$ cat src/rtl/pd_sched.sv
// Sequences one shared PD term unit across pitch/roll/yaw for each inertial reading.
// Optional PD_TIMEOUT_EN macro adds a per-axis WAIT watchdog of TIMEOUT_CYC cycles.
module pd_sched #(
  parameter int unsigned TIMEOUT_CYC = 64
) (
  input  logic                clk,
  input  logic                rst_n,
  input  logic                vld,
  input  logic                inertial_cal,
  output logic                pd_start,
  output logic [1:0]          pd_axis,
  input  logic                pd_done,
  input  logic signed [9:0]   pterm_in,
  input  logic signed [11:0]  dterm_in,
  output logic signed [9:0]   ptch_pterm,
  output logic signed [9:0]   roll_pterm,
  output logic signed [9:0]   yaw_pterm,
  output logic signed [11:0]  ptch_dterm,
  output logic signed [11:0]  roll_dterm,
  output logic signed [11:0]  yaw_dterm,
  output logic                terms_vld,
  output logic                overrun,
  output logic                timeout_err
);

  localparam int unsigned AW = 2;
  localparam int unsigned CW = 8;
  localparam logic [AW-1:0] AXIS_YAW = AW'(2);

  typedef enum logic [1:0] {S_IDLE, S_LAUNCH, S_WAIT, S_DONE} state_t;

  state_t          state, state_nxt;
  logic [AW-1:0]   axis_nxt;
  logic            pd_start_nxt, terms_vld_nxt, overrun_nxt, timeout_nxt;
  logic            cap_c, tmo_hit_c;

`ifdef PD_TIMEOUT_EN
  logic [CW-1:0] wait_cnt;

  // Counts WAIT cycles without an answer; restarts on every launch.
  always_ff @(posedge clk or negedge rst_n) begin
    if (!rst_n)                         wait_cnt <= '0;
    else if (state == S_LAUNCH)         wait_cnt <= '0;
    else if (state == S_WAIT && !pd_done) wait_cnt <= wait_cnt + CW'(1);
  end

  assign tmo_hit_c = (state == S_WAIT) && !pd_done && !inertial_cal &&
                     (wait_cnt == CW'(TIMEOUT_CYC - 1));
`else
  // No watchdog: the parameter is only referenced to keep the interface uniform.
  assign tmo_hit_c = 1'b0 && (TIMEOUT_CYC == 0);
`endif

  always_ff @(posedge clk or negedge rst_n) begin
    if (!rst_n) state <= S_IDLE;
    else        state <= state_nxt;
  end

  always_comb begin
    state_nxt = state;
    if (inertial_cal) begin
      state_nxt = S_IDLE;
    end else begin
      case (state)
        S_IDLE:   if (vld) state_nxt = S_LAUNCH;
        S_LAUNCH: state_nxt = S_WAIT;
        S_WAIT: begin
          if (pd_done)        state_nxt = (pd_axis == AXIS_YAW) ? S_DONE : S_LAUNCH;
          else if (tmo_hit_c) state_nxt = S_IDLE;
        end
        S_DONE:   state_nxt = S_IDLE;
        default:  state_nxt = S_IDLE;
      endcase
    end
  end

  // Next values of the registered outputs, derived from the upcoming state.
  always_comb begin
    cap_c         = !inertial_cal && (state == S_WAIT) && pd_done;
    pd_start_nxt  = (state_nxt == S_LAUNCH);
    terms_vld_nxt = (state_nxt == S_DONE);
    overrun_nxt   = overrun | (vld && (state != S_IDLE));
    timeout_nxt   = timeout_err | tmo_hit_c;
    axis_nxt      = pd_axis;
    if (state_nxt == S_IDLE)               axis_nxt = '0;
    else if (cap_c && pd_axis != AXIS_YAW) axis_nxt = pd_axis + AW'(1);
  end

  always_ff @(posedge clk or negedge rst_n) begin
    if (!rst_n) begin
      pd_start    <= 1'b0;
      terms_vld   <= 1'b0;
      pd_axis     <= '0;
      overrun     <= 1'b0;
      timeout_err <= 1'b0;
    end else begin
      pd_start    <= pd_start_nxt;
      terms_vld   <= terms_vld_nxt;
      pd_axis     <= axis_nxt;
      overrun     <= overrun_nxt;
      timeout_err <= timeout_nxt;
    end
  end

  // Term registers: calibration clears, a capture loads the selected axis pair.
  always_ff @(posedge clk or negedge rst_n) begin
    if (!rst_n) begin
      ptch_pterm <= '0; roll_pterm <= '0; yaw_pterm <= '0;
      ptch_dterm <= '0; roll_dterm <= '0; yaw_dterm <= '0;
    end else if (inertial_cal) begin
      ptch_pterm <= '0; roll_pterm <= '0; yaw_pterm <= '0;
      ptch_dterm <= '0; roll_dterm <= '0; yaw_dterm <= '0;
    end else if (cap_c) begin
      case (pd_axis)
        2'd0:    begin ptch_pterm <= pterm_in; ptch_dterm <= dterm_in; end
        2'd1:    begin roll_pterm <= pterm_in; roll_dterm <= dterm_in; end
        default: begin yaw_pterm  <= pterm_in; yaw_dterm  <= dterm_in; end
      endcase
    end
  end

endmodule
$ cat config.mk
export PLATFORM = sky130hd
export DESIGN_NAME = pd_sched
export DESIGN_NICKNAME = d
export VERILOG_FILES = /design/src/rtl/pd_sched.sv
export SDC_FILE = /design/constraint.sdc
export NUM_CORES = 1
export LEC_CHECK = 0
export ABC_AREA = 1
export BUFFER_PORTS_ARGS = -buffer_cell sky130_fd_sc_hd__buf_2
export CAP_MARGIN = 0
export CORE_ASPECT_RATIO = 0.75
export CORE_MARGIN = 5
export CORE_UTILIZATION = 55
export CTS_CLUSTER_SIZE = 8
export DETAILED_ROUTE_END_ITERATION = 6
export MAX_ROUTING_LAYER = met4
export PLACE_DENSITY_LB_ADDON = 0.2
export SLEW_MARGIN = 20
export SYNTH_ARGS = -nofsm -noshare
export SYNTH_HDL_FRONTEND = slang
export SYNTH_SLANG_ARGS = --single-unit
$ cat constraint.sdc
create_clock -name clk -period 3.15 [get_ports clk]
set_input_delay 0.315 -clock clk [delete_from_list [all_inputs] [get_ports clk]]
set_output_delay 0.315 -clock clk [all_outputs]
set_load 0.01 [all_outputs]
# Word level (Yosys, flattened, before mapping)
# Index checks and enable logic that the tools add are counted.
[word_totals] ff_bits=73 wordCells=64
[op_classes] add_sub_neg=1 n_eq_ne=9 mux=25 bitwise_logic=1 reduce_logical=17
[op_table] operator="$mux 12" count=9
[op_table] operator="$mux 10" count=9
[op_table] operator="$mux 2" count=6
[op_table] operator="$reduce_bool 2->1" count=5
[op_table] operator="$eq 2x2->1 const B" count=4
[op_table] operator="$pmux 2 s4" count=1
[op_table] operator="$eq 2x1->1 const B" count=3
[op_table] operator="$logic_not 2->1" count=3
[op_table] operator="$reduce_and 2->1" count=3
[op_table] operator="$logic_and 1x1->1" count=4
[op_table] operator="$add 2x1->2 const B" count=1
[op_table] operator="$ne 2x1->1 const B" count=1
[op_table] operator="$ne 2x2->1 const B" count=1
[op_table] operator="$reduce_or 2->1" count=1
[op_table] operator="$logic_not 1->1" count=1
[op_table] operator="$or 1x1->1" count=1

# Depth between registers and ports, before layout
# Gate-level depths: netlist of run 1.
[depth] ltp_word=7 ltp_mapped=10

# Worst setup path before layout of run 1
# OpenSTA, ideal clock, no wires.
[synth_timing] path_kind="reg2reg" start="reg pd_axis[0]" end="reg yaw_dterm[0]" setup_ns=0.118 arrival_time_ns=1.254 required_ns=3.032 slack_ns=1.778 path_stages_with_launch=8 cell_sequence="dfrtp_1 -> inv_1 -> ha_1 -> inv_1 -> nand4_2 -> buf_2 -> nand3_1 -> nand2_1"
[synth_via] elab_chain_len=4
[synth_lines] item="start, declared" line="11" text="output logic [1:0] pd_axis,"
[synth_lines] item="start signal, assigned" line="99" text="pd_axis <= axis_nxt;"
[synth_lines] item="$eq 2x1->1 / $logic_not 2->1 (equally long branches)" line="114" text="case (pd_axis)"
[synth_lines] item="$reduce_or 2->1 (no line) (*)"
[synth_lines] item="$ne 2x1->1 (no line) (*)"
[synth_lines] item="$reduce_and 2->1 (no line) (*)"
[synth_lines] item="end signal, assigned" line="117" text="default: begin yaw_pterm <= pterm_in; yaw_dterm <= dterm_in; end"
[synth_lines] item="end, declared" line="20" text="output logic signed [11:0] yaw_dterm,"
# Every way passes the cells marked *; elsewhere a longest branch is shown, timed or not.
# A chain may end at the register's enable or synchronous reset.

# Worst setup path after layout of run 1
[layout_timing] start="reg pd_axis[0]" end="reg yaw_pterm[2]"
[layout_via] elab_chain_len=4
[layout_lines] item="$eq 2x1->1 / $logic_not 2->1 (equally long branches)" line="114"
[layout_lines] item="$reduce_or 2->1 (no line) (*)"
[layout_lines] item="$ne 2x1->1 (no line) (*)"
[layout_lines] item="$reduce_and 2->1 (no line) (*)"
[layout_lines] item="end signal, assigned" line="117"
[layout_lines] item="end, declared" line="17" text="output logic signed [9:0] yaw_pterm,"
# Marks and branches as above.

==> impl_results.rst, run 1 <==
.. list-table::
   :header-rows: 1

   * - Metric
     - Value
   * - Result of the run
     - finished clean
   * - DR pass1 iterations
     - 4
   * - Top-level port count
     - 99
   * - Total number of placement rows
     - 24
   * - Max-slew violation count
     - 0
   * - Most common flop cell mapped by yosys
     - sky130_fd_sc_hd__dfrtp_1
   * - Synth Register Bits
     - 73
   * - Max H-tree Level
     - 3
   * - First-pass GRT wire length
     - 13.8 mm
   * - Number of input and output port buffers inserted
     - 97
   * - Fraction of final layout cells sized beyond drive strength 1
     - 25.7%
   * - Time the worst path needs with I/O delays and setup
     - 2.13 ns
   * - Cells along the critical path
     - inv_1, ha_1, inv_1, nand4_2, inv_2, nand2_1, nand2_1
   * - Final Hold Violating Endpoints
     - 0
   * - Number of buffer and inverter stages on the critical path
     - 3
   * - Nature of the critical path startpoint
     - flop
   * - Resized cells post-CTS
     - 0
   * - Maximum capacitance violations
     - 0
   * - DRC Markers
     - 0
   * - Per-cell routed wire length
     - 14.6 um
   * - Post-place instance area
     - 0.00367 mm^2
   * - Largest area contributor in the netlist
     - sky130_fd_sc_hd__dfrtp_1
   * - Most numerous cell in the Yosys netlist
     - sky130_fd_sc_hd__nand2_1
   * - Total non-filler cell area in the finished layout
     - 0.00388 mm^2
   * - Clock tree root driver cell
     - sky130_fd_sc_hd__clkbuf_8
   * - Actual slew at the worst max-slew pin
     - 1.04 ns
   * - Final cycle utilization of the critical path
     - 67.6%
   * - Ranking of synthesized cells by instance count
     - sky130_fd_sc_hd__nand2_1, sky130_fd_sc_hd__inv_1, sky130_fd_sc_hd__dfrtp_1
   * - Total die area
     - 0.00745 mm^2
   * - Global routing usage summed across all routing layers
     - 23.6%
   * - Maximum clock frequency
     - 469 MHz
   * - Crit Path Category
     - flop to flop
   * - Number of buffers added for setup after CTS
     - 0
   * - Maximum fanout count along the critical path
     - 23
   * - Hpwl dp
     - 5.59 mm
   * - Endpoint type of the worst setup path
     - flop
   * - Library cells used by synthesis
     - 20
   * - Number of enable-type register cells in the synthesized netlist
     - 0
   * - Antenna violations before repair
     - 0
   * - Max Root-Sink Buffers
     - 2
   * - Total via count after detailed routing
     - 2773
   * - Clock tree from TritonCTS
     - yes
   * - Kind of cell adding the most delay to the critical path
     - buffers and inverters
   * - Post-Syn Instances
     - 384
   * - Sequential element share of the synthesized area
     - 57.2%
   * - Pin count of the biggest net entering global routing
     - 74
   * - Total overflow reported by the global router
     - 0
   * - Number of clock sinks
     - 73
   * - Sum of internal, switching and leakage power
     - 1.84 mW
   * - Initial detailed-routing violation count
     - 211
   * - Synthesis-to-layout area growth
     - 21.6%
   * - CTS Hold Buffers Added
     - 0
   * - CP max stage delay
     - 0.53 ns
   * - Main area contributors after synthesis
     - sky130_fd_sc_hd__dfrtp_1, sky130_fd_sc_hd__nand2_1, sky130_fd_sc_hd__inv_1
   * - Final total negative setup slack
     - 0 ns
   * - Final antenna diode count
     - 0
   * - Setup repair after global routing missed its margin
     - no
   * - Leak
     - 2.23 nW
   * - Number of buffers created by CTS
     - 9
   * - Syn_area_per_cell
     - 8.32 um^2
   * - Post-synthesis async set-or-reset flop share
     - 100%
   * - Clk pin slew, worst setup/hold paths
     - 0.08 ns
   * - Largest clock skew in the final design
     - 0.00836 ns
   * - Required time of the worst setup path
     - 3.43 ns
   * - CP max-delay cell
     - sky130_fd_sc_hd__inv_2
   * - Total wire length
     - 8.15 mm
   * - Chip Height
     - 76.0 um
   * - Total of warnings raised by yosys
     - 0
   * - Slew Limit Headroom
     - 30.7%
   * - PwrDens
     - 474 mW/mm^2
   * - Final Core Density
     - 67.7%
   * - Starting Density
     - 55.7%
   * - Layout fillers
     - 480
   * - Netlist area before placement
     - 0.00319 mm^2
   * - Peak supply drop
     - 0.257 mV
   * - Share of the synthesized area in the top cell type
     - 57.2%
   * - Number of global-route vias before repair
     - 2630
   * - Horizontal die dimension
     - 98.0 um
   * - Net count of the finished layout
     - 504
   * - Area of the core
     - 0.00574 mm^2
   * - Via density
     - 4.98
   * - Remaining antenna violation count
     - 0
   * - Worst-Skew Late Latency
     - 0.34 ns
   * - Final setup violation count
     - 0
   * - Routability Congestion
     - 0.833
   * - Post-Synthesis Net Count
     - 414
   * - Endpoint arrival time on the critical path
     - 2.41 ns
   * - Worst min path class
     - input pin to asynchronous set/reset pin
-- flip-flops by register name, indices dropped and copies added (netlist names), 2 cells and up --
name / count
pd_axis: 2
ptch_dterm: 12
ptch_pterm: 10
roll_dterm: 12
roll_pterm: 10
state: 2
yaw_dterm: 12
yaw_pterm: 10
-- layer usage --
metal	wire [um]	GRT usage (%)	part of all wire, %
met1	3870	34.9	47
met2	3590	33.0	44
met3	613	6.13	7.5
met4	71	4.98	0.87
met5	0	-	0
-- power breakdown --
part | leakage [nW] | total, mW | switching, mW | internal, mW
clock network | 0.102 | 0.770 | 0.357 | 0.413
logic | 1.12 | 0.120 | 0.0881 | 0.0318
registers | 1.01 | 0.952 | 0.00648 | 0.946
-- path summary, 6_finish.rpt --
check / endpoint / start / cells past startpoint / slack (ns)
max in group asynchronous: yaw_dterm[6] / rst_n / 1 / 2.47
worst max register to register: yaw_pterm[2] / pd_axis[0] / 7 / 1.02
min in group clk: overrun / vld / 3 / 0.23
worst min-delay path: ptch_pterm[8] / rst_n / 1 / 0.1
worst max-delay path: yaw_pterm[2] / pd_axis[0] / 7 / 1.02
worst min register to register: overrun / overrun / 1 / 0.49
-- metrics by stage --
step / hold slack, ns / instances / setup slack [ns]
3_3_place_gp: 0.458 / 541 / 1.14
4_1_cts: 0.127 / 557 / 1.01
6_report: 0.0991 / 557 / 1.02
3_5_place_dp: 0.458 / 541 / 1.06
5_1_grt: 0.178 / 557 / 0.787
2_1_floorplan: 0.0194 / 384 / 1.78
-- placed cells by master, fill, tap and decap left out --
cell	n
sky130_fd_sc_hd__clkbuf_8	11
sky130_fd_sc_hd__clkinv_4	1
sky130_fd_sc_hd__inv_2	3
sky130_fd_sc_hd__buf_2	96
sky130_fd_sc_hd__dfrtp_1	73
sky130_fd_sc_hd__nor2_1	28
sky130_fd_sc_hd__nor2_2	2
sky130_fd_sc_hd__o21ai_2	2
sky130_fd_sc_hd__buf_4	1
sky130_fd_sc_hd__conb_1	1
sky130_fd_sc_hd__nand2_1	103
sky130_fd_sc_hd__bufinv_16	1
sky130_fd_sc_hd__o21bai_1	2
sky130_fd_sc_hd__o21ai_0	27
sky130_fd_sc_hd__inv_6	1
sky130_fd_sc_hd__nand4_2	1
sky130_fd_sc_hd__nand3_1	25
sky130_fd_sc_hd__o21ai_1	17
sky130_fd_sc_hd__nor2_4	1
sky130_fd_sc_hd__clkinvlp_4	2
sky130_fd_sc_hd__ha_1	3
sky130_fd_sc_hd__nand3_2	1
sky130_fd_sc_hd__inv_1	77
-- final cells by class --
class	count	area, um^2	share of cell area (%)
multi-input combinational	213	957	24.6
clock inverter	5	62.6	1.61
tap	78	97.6	2.51
inverter	80	300	7.73
timing repair buffer	97	488	12.6
clock buffer	11	151	3.90
sequential	73	1830	47.0
-- cells by family (layout without fill, tap and decap cells) --
kind of cell	Yosys count	count (layout)	share of synthesized area, %
buffers and inverters	98	193	12.8
AOI/OAI and AO/OA	48	48	7.92
adders and majority gates	3	3	1.18
DFF	73	73	57.2
other	1	1	0.117
and+or+nand+nor	161	161	20.8
Note: power is estimated with default switching activity, not from simulation.
==> inputs of run 2 (changes only) <==
--- a/config.mk
+++ b/config.mk
@@ -10,7 +10,7 @@
 export CAP_MARGIN = 0
 export CORE_ASPECT_RATIO = 0.75
 export CORE_MARGIN = 5
-export CORE_UTILIZATION = 55
+export CORE_UTILIZATION = 46
 export CTS_CLUSTER_SIZE = 8
 export DETAILED_ROUTE_END_ITERATION = 6
 export MAX_ROUTING_LAYER = met4
==> constraint.sdc (replaced) <==
create_clock -name clk -period 1.9 [get_ports clk]
set_input_delay 0.19 -clock clk [delete_from_list [all_inputs] [get_ports clk]]
set_output_delay 0.19 -clock clk [all_outputs]
set_load 0.01 [all_outputs]
==> impl_results.rst, run 2 (same netlist as run 1, synthesis figures left out) <==
.. list-table::
   :header-rows: 1

   * - Metric
     - Value
   * - Result of the run
     - finished clean (unchanged)
   * - Clock network fraction of design power
     - 40.0% (was 41.8%)
   * - Number of global-route vias before repair
     - 2634 (was 2630)
   * - Final std cells w/o fill
     - 575 (was 557)
   * - Total non-filler cell area in the finished layout
     - 0.00398 mm^2 (was 0.00388 mm^2)
   * - Worst min path class
     - input pin to flop (was input pin to asynchronous set/reset pin)
   * - Reg power frac
     - 52.7% (was 51.7%)
   * - Final antenna diode count
     - 0 (unchanged)
   * - Layout fillers
     - 664 (was 480)
   * - Net count of the finished layout
     - 516 (was 504)
   * - Leak
     - 2.29 nW (was 2.23 nW)
   * - Initial detailed-routing violation count
     - 207 (was 211)
   * - Total wire length
     - 8.37 mm (was 8.15 mm)
   * - DR pass1 iterations
     - 5 (was 4)
   * - Time the worst path needs with I/O delays and setup
     - 1.53 ns (was 2.13 ns)
   * - Clock tree from TritonCTS
     - yes (unchanged)
   * - Worst-Skew Late Latency
     - 0.34 ns (about the same)
   * - PwrDens
     - 755 mW/mm^2 (was 474 mW/mm^2)
   * - Number of clock sinks
     - 73 (unchanged)
   * - Fraction of final layout cells sized beyond drive strength 1
     - 27.3% (was 25.7%)
   * - Top-level port count
     - 99 (unchanged)
   * - Max H-tree Level
     - 3 (unchanged)
   * - Final setup violation count
     - 0 (unchanged)
   * - Clk pin slew, worst setup/hold paths
     - 0.08 ns (about the same)
   * - Maximum fanout count along the critical path
     - 22 (was 23)
   * - Part of the power in combinational logic
     - 7.3% (was 6.5%)
   * - Net Switching
     - 762 uW (was 452 uW)
   * - Final Core Density
     - 58.5% (was 67.7%)
   * - Leading registers by flop count
     - ptch_dterm: 12 flops, roll_dterm: 12 flops, yaw_dterm: 12 flops (unchanged)
   * - Area of the core
     - 0.00680 mm^2 (was 0.00574 mm^2)
   * - Total number of placement rows
     - 26 (was 24)
   * - Total via count after detailed routing
     - 2748 (was 2773)
   * - Number of input and output port buffers inserted
     - 97 (unchanged)
   * - Nature of the critical path startpoint
     - flop (unchanged)
   * - Post-place instance area
     - 0.00377 mm^2 (was 0.00367 mm^2)
   * - First-pass GRT wire length
     - 13.6 mm (was 13.8 mm)
   * - Max Root-Sink Buffers
     - 2 (unchanged)
   * - Final Hold Violating Endpoints
     - 0 (unchanged)
   * - Hpwl dp
     - 6.16 mm (was 5.59 mm)
   * - Final total negative setup slack
     - 0 ns (unchanged)
   * - Synthesis-to-layout area growth
     - 24.5% (was 21.6%)
   * - Horizontal die dimension
     - 106 um (was 98.0 um)
   * - Routability Congestion
     - 0.868 (was 0.833)
   * - Pre-CTS setup slack
     - 0.400 ns (was 1.06 ns)
   * - DRC Markers
     - 0 (unchanged)
   * - Endpoint arrival time on the critical path
     - 1.81 ns (was 2.41 ns)
   * - Setup repair after global routing missed its margin
     - no (unchanged)
   * - Max-slew violation count
     - 0 (unchanged)
   * - Per-cell routed wire length
     - 14.6 um (about the same)
   * - Crit Path Category
     - flop to flop (unchanged)
   * - Maximum capacitance violations
     - 0 (unchanged)
   * - Commonest non-fill, non-tap cell in the layout
     - sky130_fd_sc_hd__nand2_1 (unchanged)
   * - Clock tree root driver cell
     - sky130_fd_sc_hd__clkbuf_8 (unchanged)
   * - Sum of internal, switching and leakage power
     - 3.00 mW (was 1.84 mW)
   * - Placed instance count
     - 558 (was 541)
   * - Number of buffers created by CTS
     - 9 (unchanged)
   * - Peak supply drop
     - 0.417 mV (was 0.257 mV)
   * - Pin count of the biggest net entering global routing
     - 41 (was 74)
   * - Via density
     - 4.78 (was 4.98)
   * - Global routing usage summed across all routing layers
     - 20.9% (was 23.6%)
   * - Top library cells by usage in the layout, fill and taps aside
     - sky130_fd_sc_hd__nand2_1, sky130_fd_sc_hd__buf_2, sky130_fd_sc_hd__inv_1 (unchanged)
   * - Number of buffers added for setup after CTS
     - 0 (unchanged)
   * - Required time of the worst setup path
     - 2.19 ns (was 3.43 ns)
   * - Switching power as a share of total power
     - 25.4% (was 24.5%)
   * - Fin worst setup slack
     - 0.372 ns (was 1.02 ns)
   * - Min Hold Slack
     - 0.0974 ns (was 0.0991 ns)
   * - Maximum clock frequency
     - 655 MHz (was 469 MHz)
   * - Starting Density
     - 47.0% (was 55.7%)
   * - Remaining antenna violation count
     - 0 (unchanged)
   * - Final cycle utilization of the critical path
     - 80.4% (was 67.6%)
   * - Int Power
     - 2.24 mW (was 1.39 mW)
   * - Endpoint type of the worst setup path
     - flop (unchanged)
   * - Antenna violations before repair
     - 0 (unchanged)
   * - Chip Height
     - 82.2 um (was 76.0 um)
   * - Total die area
     - 0.00873 mm^2 (was 0.00745 mm^2)
   * - Total overflow reported by the global router
     - 0 (unchanged)
   * - Largest clock skew in the final design
     - 0.0112 ns (was 0.00836 ns)
[run 2: path summary, 6_finish.rpt]
path / start / to / slack [ns] / depth (start not counted)
setup / recovery: pd_axis[0] / yaw_pterm[3] / 0.37 / 7
hold / removal: vld / overrun / 0.1 / 3
setup reg to reg: pd_axis[0] / yaw_pterm[3] / 0.37 / 7
hold reg to reg: overrun / overrun / 0.49 / 1
max in group asynchronous: rst_n / ptch_dterm[1] / 1.01 / 3
min in group asynchronous: rst_n / yaw_pterm[7] / 0.33 / 2
[run 2: repair_timing]
item                                   in CTS  in global routing
hold buffers                                1                  0
resized for setup                           0                  0
endpoints found under the hold margin      33                  0
[run 2: final cells by class]
class	instances	area, um^2	share of cell area [%]
flip-flops and latches	73	1830	46.0
multi-input cells	213	957	24.1
repair buffers	109	593	14.9
inverters	80	300	7.55
clock buffers	9	124	3.12
well taps	84	105	2.64
clock inverters	7	68.8	1.73
[run 2: critical path, cell delays in order, from the launching register on]
cell and delay, ns:
sky130_fd_sc_hd__dfrtp_1 0.39, sky130_fd_sc_hd__inv_1 0.09, sky130_fd_sc_hd__ha_1 0.19, sky130_fd_sc_hd__inv_1 0.12, sky130_fd_sc_hd__nand4_2 0.14, sky130_fd_sc_hd__inv_2 0.33, sky130_fd_sc_hd__nand2_1 0.12, sky130_fd_sc_hd__nand2_1 0.09
[run 2: power groups by stage]
| stage | Clock (mW) | Combinational [mW] | Sequential [mW] |
|---|---|---|---|
| 2_1_floorplan | 0 | 0.0999 | 1.62 |
| 3_5_place_dp | 0 | 0.220 | 1.61 |
| 4_1_cts | 1.23 | 0.222 | 1.58 |
| 6_report | 1.20 | 0.219 | 1.58 |
| 3_3_place_gp | 0 | 0.219 | 1.61 |
| 5_1_grt | 1.30 | 0.250 | 1.58 |
[run 2: layer usage]
layer / routed length (um) / vias up / track usage [%]
met3: 600 / 10 / 4.27
met1: 3900 / 1284 / 28.6
li1: - / 1346 / -
met2: 3780 / 108 / 31.5
met4: 87 / 0 / 6.73
met5: 0 / - / -
==> inputs of run 3 (changes only) <==
--- a/config.mk
+++ b/config.mk
@@ -5,7 +5,7 @@
 export SDC_FILE = /design/constraint.sdc
 export NUM_CORES = 1
 export LEC_CHECK = 0
-export ABC_AREA = 1
+export ABC_AREA = 0
 export BUFFER_PORTS_ARGS = -buffer_cell sky130_fd_sc_hd__buf_2
 export CAP_MARGIN = 0
 export CORE_ASPECT_RATIO = 0.75
==> constraint.sdc (replaced) <==
create_clock -name clk -period 1.4 [get_ports clk]
set_input_delay 0.14 -clock clk [delete_from_list [all_inputs] [get_ports clk]]
set_output_delay 0.14 -clock clk [all_outputs]
set_load 0.01 [all_outputs]
==> impl_results.rst, run 3 <==
.. list-table::
   :header-rows: 1

   * - Metric
     - Value
   * - Result of the run
     - complete, but fails checks (was finished clean)
   * - Violated checks
     - negative setup slack
   * - Pre-CTS setup slack
     - -0.212 ns (was 0.400 ns)
   * - Hpwl dp
     - 5.65 mm (was 6.16 mm)
   * - Reg-to-reg critical path endpoint
     - yaw_pterm[3] (unchanged)
   * - Number of input and output port buffers inserted
     - 97 (unchanged)
   * - Number of clock sinks
     - 73 (unchanged)
   * - Time the worst path needs with I/O delays and setup
     - 1.60 ns (was 1.53 ns)
   * - Net Switching
     - 974 uW (was 762 uW)
   * - DRC Markers
     - 0 (unchanged)
   * - Starting Density
     - 47.4% (was 47.0%)
   * - Total of warnings raised by yosys
     - 0 (unchanged)
   * - Hold_sp
     - pterm_in[7] (was vld)
   * - Leading registers by flop count
     - ptch_dterm: 12 flops, roll_dterm: 12 flops, yaw_dterm: 12 flops (unchanged)
   * - First-pass GRT wire length
     - 13.6 mm (about the same)
   * - Endpoint arrival time on the critical path
     - 1.82 ns (was 1.81 ns)
   * - Sequential element share of the synthesized area
     - 56.4% (was 57.2%)
   * - Final Hold Violating Endpoints
     - 0 (unchanged)
   * - Global routing usage summed across all routing layers
     - 20.8% (was 20.9%)
   * - Most common flop cell mapped by yosys
     - sky130_fd_sc_hd__dfrtp_1 (unchanged)
   * - Total via count after detailed routing
     - 2672 (was 2748)
   * - Ranking of synthesized cells by instance count
     - sky130_fd_sc_hd__nand2_1, sky130_fd_sc_hd__dfrtp_1, sky130_fd_sc_hd__nand2b_1 (was sky130_fd_sc_hd__nand2_1, sky130_fd_sc_hd__inv_1, sky130_fd_sc_hd__dfrtp_1)
   * - Peak supply drop
     - 0.464 mV (was 0.417 mV)
   * - Library cells used by synthesis
     - 27 (was 20)
   * - Number of global-route vias before repair
     - 2590 (was 2634)
   * - Clock tree root driver cell
     - sky130_fd_sc_hd__clkbuf_8 (unchanged)
   * - Maximum clock frequency
     - 627 MHz (was 655 MHz)
   * - Fraction of final layout cells sized beyond drive strength 1
     - 37.2% (was 27.3%)
   * - Total die area
     - 0.00883 mm^2 (was 0.00873 mm^2)
   * - Main area contributors after synthesis
     - sky130_fd_sc_hd__dfrtp_1, sky130_fd_sc_hd__nand2_1, sky130_fd_sc_hd__nand2b_1 (was sky130_fd_sc_hd__dfrtp_1, sky130_fd_sc_hd__nand2_1, sky130_fd_sc_hd__inv_1)
   * - DR pass1 iterations
     - 4 (was 5)
   * - Net count of the finished layout
     - 468 (was 516)
   * - Post-place instance area
     - 0.00394 mm^2 (was 0.00377 mm^2)
   * - Int Power
     - 3.12 mW (was 2.24 mW)
   * - Largest area contributor in the netlist
     - sky130_fd_sc_hd__dfrtp_1 (unchanged)
   * - Total non-filler cell area in the finished layout
     - 0.00433 mm^2 (was 0.00398 mm^2)
   * - Final std cells w/o fill
     - 525 (was 575)
   * - Maximum fanout count along the critical path
     - 11 (was 22)
   * - Total wire length
     - 8.53 mm (was 8.37 mm)
   * - Hold Crit Endpoint
     - roll_pterm[7] (was overrun)
   * - Final cycle utilization of the critical path
     - 114% (was 80.4%)
   * - Switching power as a share of total power
     - 23.8% (was 25.4%)
   * - Max Root-Sink Buffers
     - 2 (unchanged)
   * - Commonest non-fill, non-tap cell in the layout
     - sky130_fd_sc_hd__buf_2 (was sky130_fd_sc_hd__nand2_1)
   * - Synthesis-to-layout area growth
     - 33.6% (was 24.5%)
   * - Most numerous cell in the Yosys netlist
     - sky130_fd_sc_hd__nand2_1 (unchanged)
   * - Number of enable-type register cells in the synthesized netlist
     - 0 (unchanged)
   * - Antenna violations before repair
     - 0 (unchanged)
   * - Top library cells by usage in the layout, fill and taps aside
     - sky130_fd_sc_hd__buf_2, sky130_fd_sc_hd__nand2_1, sky130_fd_sc_hd__dfrtp_1 (was sky130_fd_sc_hd__nand2_1, sky130_fd_sc_hd__buf_2, sky130_fd_sc_hd__inv_1)
   * - Post-Synthesis Net Count
     - 354 (was 414)
   * - Required time of the worst setup path
     - 1.62 ns (was 2.19 ns)
   * - Initial detailed-routing violation count
     - 77 (was 207)
   * - Horizontal die dimension
     - 107 um (was 106 um)
   * - Remaining antenna violation count
     - 0 (unchanged)
   * - Crit Path Category
     - flop to flop (unchanged)
   * - Total number of placement rows
     - 26 (unchanged)
   * - Start of the worst register-to-register path
     - pd_axis[0] (unchanged)
   * - Area of the core
     - 0.00683 mm^2 (was 0.00680 mm^2)
   * - Number of buffers created by CTS
     - 9 (unchanged)
   * - Final antenna diode count
     - 0 (unchanged)
   * - Final Core Density
     - 63.3% (was 58.5%)
   * - Max H-tree Level
     - 3 (unchanged)
   * - Endpoint type of the worst setup path
     - flop (unchanged)
   * - Clk pin slew, worst setup/hold paths
     - 0.08 ns (about the same)
   * - Sum of internal, switching and leakage power
     - 4.10 mW (was 3.00 mW)
   * - Final setup violation count
     - 64 (was 0)
   * - Largest clock skew in the final design
     - 0.0100 ns (was 0.0112 ns)
   * - Synth Register Bits
     - 73 (unchanged)
   * - Max-slew violation count
     - 0 (unchanged)
   * - PwrDens
     - 947 mW/mm^2 (was 755 mW/mm^2)
   * - Final total negative setup slack
     - -6.63 ns (was 0 ns)
   * - Leak
     - 2.26 nW (was 2.29 nW)
   * - Routability Congestion
     - 0.776 (was 0.868)
   * - Maximum capacitance violations
     - 0 (unchanged)
   * - Pin count of the biggest net entering global routing
     - 74 (was 41)
   * - Worst min path class
     - input pin to flop (unchanged)
   * - Share of the synthesized area in the top cell type
     - 56.4% (was 57.2%)
   * - Via density
     - 5.09 (was 4.78)
   * - Top-level port count
     - 99 (unchanged)
   * - Post-Syn Instances
     - 324 (was 384)
   * - Setup repair after global routing missed its margin
     - yes (was no)
   * - Nature of the critical path startpoint
     - flop (unchanged)
   * - Worst-Skew Late Latency
     - 0.34 ns (about the same)
   * - Fin worst setup slack
     - -0.196 ns (was 0.372 ns)
   * - Reg power frac
     - 52.3% (was 52.7%)
   * - Min Hold Slack
     - 0.0446 ns (was 0.0974 ns)
   * - Post-synthesis async set-or-reset flop share
     - 100% (unchanged)
   * - Clock network fraction of design power
     - 39.2% (was 40.0%)
   * - Clock tree from TritonCTS
     - yes (unchanged)
   * - Syn_area_per_cell
     - 9.99 um^2 (was 8.32 um^2)
   * - Chip Height
     - 82.7 um (was 82.2 um)
   * - Placed instance count
     - 505 (was 558)
   * - Part of the power in combinational logic
     - 8.5% (was 7.3%)
   * - Worst-case register-to-register setup slack
     - -0.20 ns (was 0.37 ns)
   * - Worst reg-to-reg path cell count
     - 4 (was 7)
   * - Netlist area before placement
     - 0.00324 mm^2 (was 0.00319 mm^2)
   * - Hold Path Depth
     - 3 (unchanged)
   * - Per-cell routed wire length
     - 16.3 um (was 14.6 um)
   * - Total overflow reported by the global router
     - 0 (unchanged)
run 3: cell types whose count changed in the layout (fill, tap and decap cells not counted), moves of 17 or more:
cell / before / now
sky130_fd_sc_hd__o21ai_0: 27 / 1
sky130_fd_sc_hd__nand2b_1: 0 / 47
sky130_fd_sc_hd__inv_1: 77 / 1
sky130_fd_sc_hd__nand3_1: 25 / 0
sky130_fd_sc_hd__a21oi_1: 0 / 32
sky130_fd_sc_hd__mux2i_1: 0 / 23
sky130_fd_sc_hd__o21ai_1: 17 / 0
sky130_fd_sc_hd__nor2_1: 28 / 0
run 3: area by class of cell:
cell class | instances | area, um^2
sequential | 73 | 1830
multi-input combinational | 225 | 1350
clock buffer | 11 | 141
clock inverter | 3 | 42.5
tap | 84 | 105
timing repair buffer | 127 | 851
fill | 598 | 2500
inverter | 2 | 7.51
run 3: worst max-delay path, stage by stage (launching register included):
cell and delay, ns:
sky130_fd_sc_hd__dfrtp_1 0.40, sky130_fd_sc_hd__ha_2 0.19, sky130_fd_sc_hd__or4_4 0.57, sky130_fd_sc_hd__buf_16 0.20, sky130_fd_sc_hd__mux2i_1 0.12
run 3: power by group through the flow:
stage / Sequential [mW] / Clock, mW / Combinational (mW)
finish: 2.14 / 1.61 / 0.349
global route: 2.14 / 1.74 / 0.387
CTS: 2.14 / 1.65 / 0.339
detailed placement: 2.18 / 0 / 0.324
global placement: 2.18 / 0 / 0.318
floorplan: 2.19 / 0 / 0.127
run 3: how the worst max path moves through the flow:
stage                     from      endpoint  slack [ns]  depth (start not counted)
floorplan           pd_axis[0]  yaw_dterm[0]       -0.26                          6
global placement    pd_axis[0]  yaw_dterm[1]       -0.15                          5
detailed placement  pd_axis[0]  yaw_pterm[8]       -0.21                          5
CTS                 pd_axis[0]  yaw_pterm[8]       -0.19                          4
global route        pd_axis[0]  yaw_pterm[6]       -0.25                          4
finish              pd_axis[0]  yaw_pterm[3]       -0.20                          4
run 3: kinds of logic after synthesis:
group / count (synthesis) / synth area share, %
other: 1 / 0.116
muxes: 24 / 7.46
adders and majority gates: 3 / 1.16
DFF: 73 / 56.4
AOI/OAI and AO/OA: 47 / 7.34
buffers and inverters: 26 / 4.64
and+or+nand+nor: 150 / 22.9
run 3: repair_timing:
item | in CTS | in global routing
endpoints found under the setup margin | 68 | 70
resized for setup | 16 | 15
hold buffers | 1 | 0
pin swaps | 5 | 1
gates cloned | 2 | 2
endpoints found under the hold margin | 73 | 0
buffers inserted | 1 | 0
run 3: routing by layer:
layer,part of all wire [%],vias up,global-route usage [%]
met1,49,1303,29.1
li1,-,1282,-
met4,0.64,0,4.98
met2,46,81,30.3
met5,0,-,-
met3,4.5,6,5.52
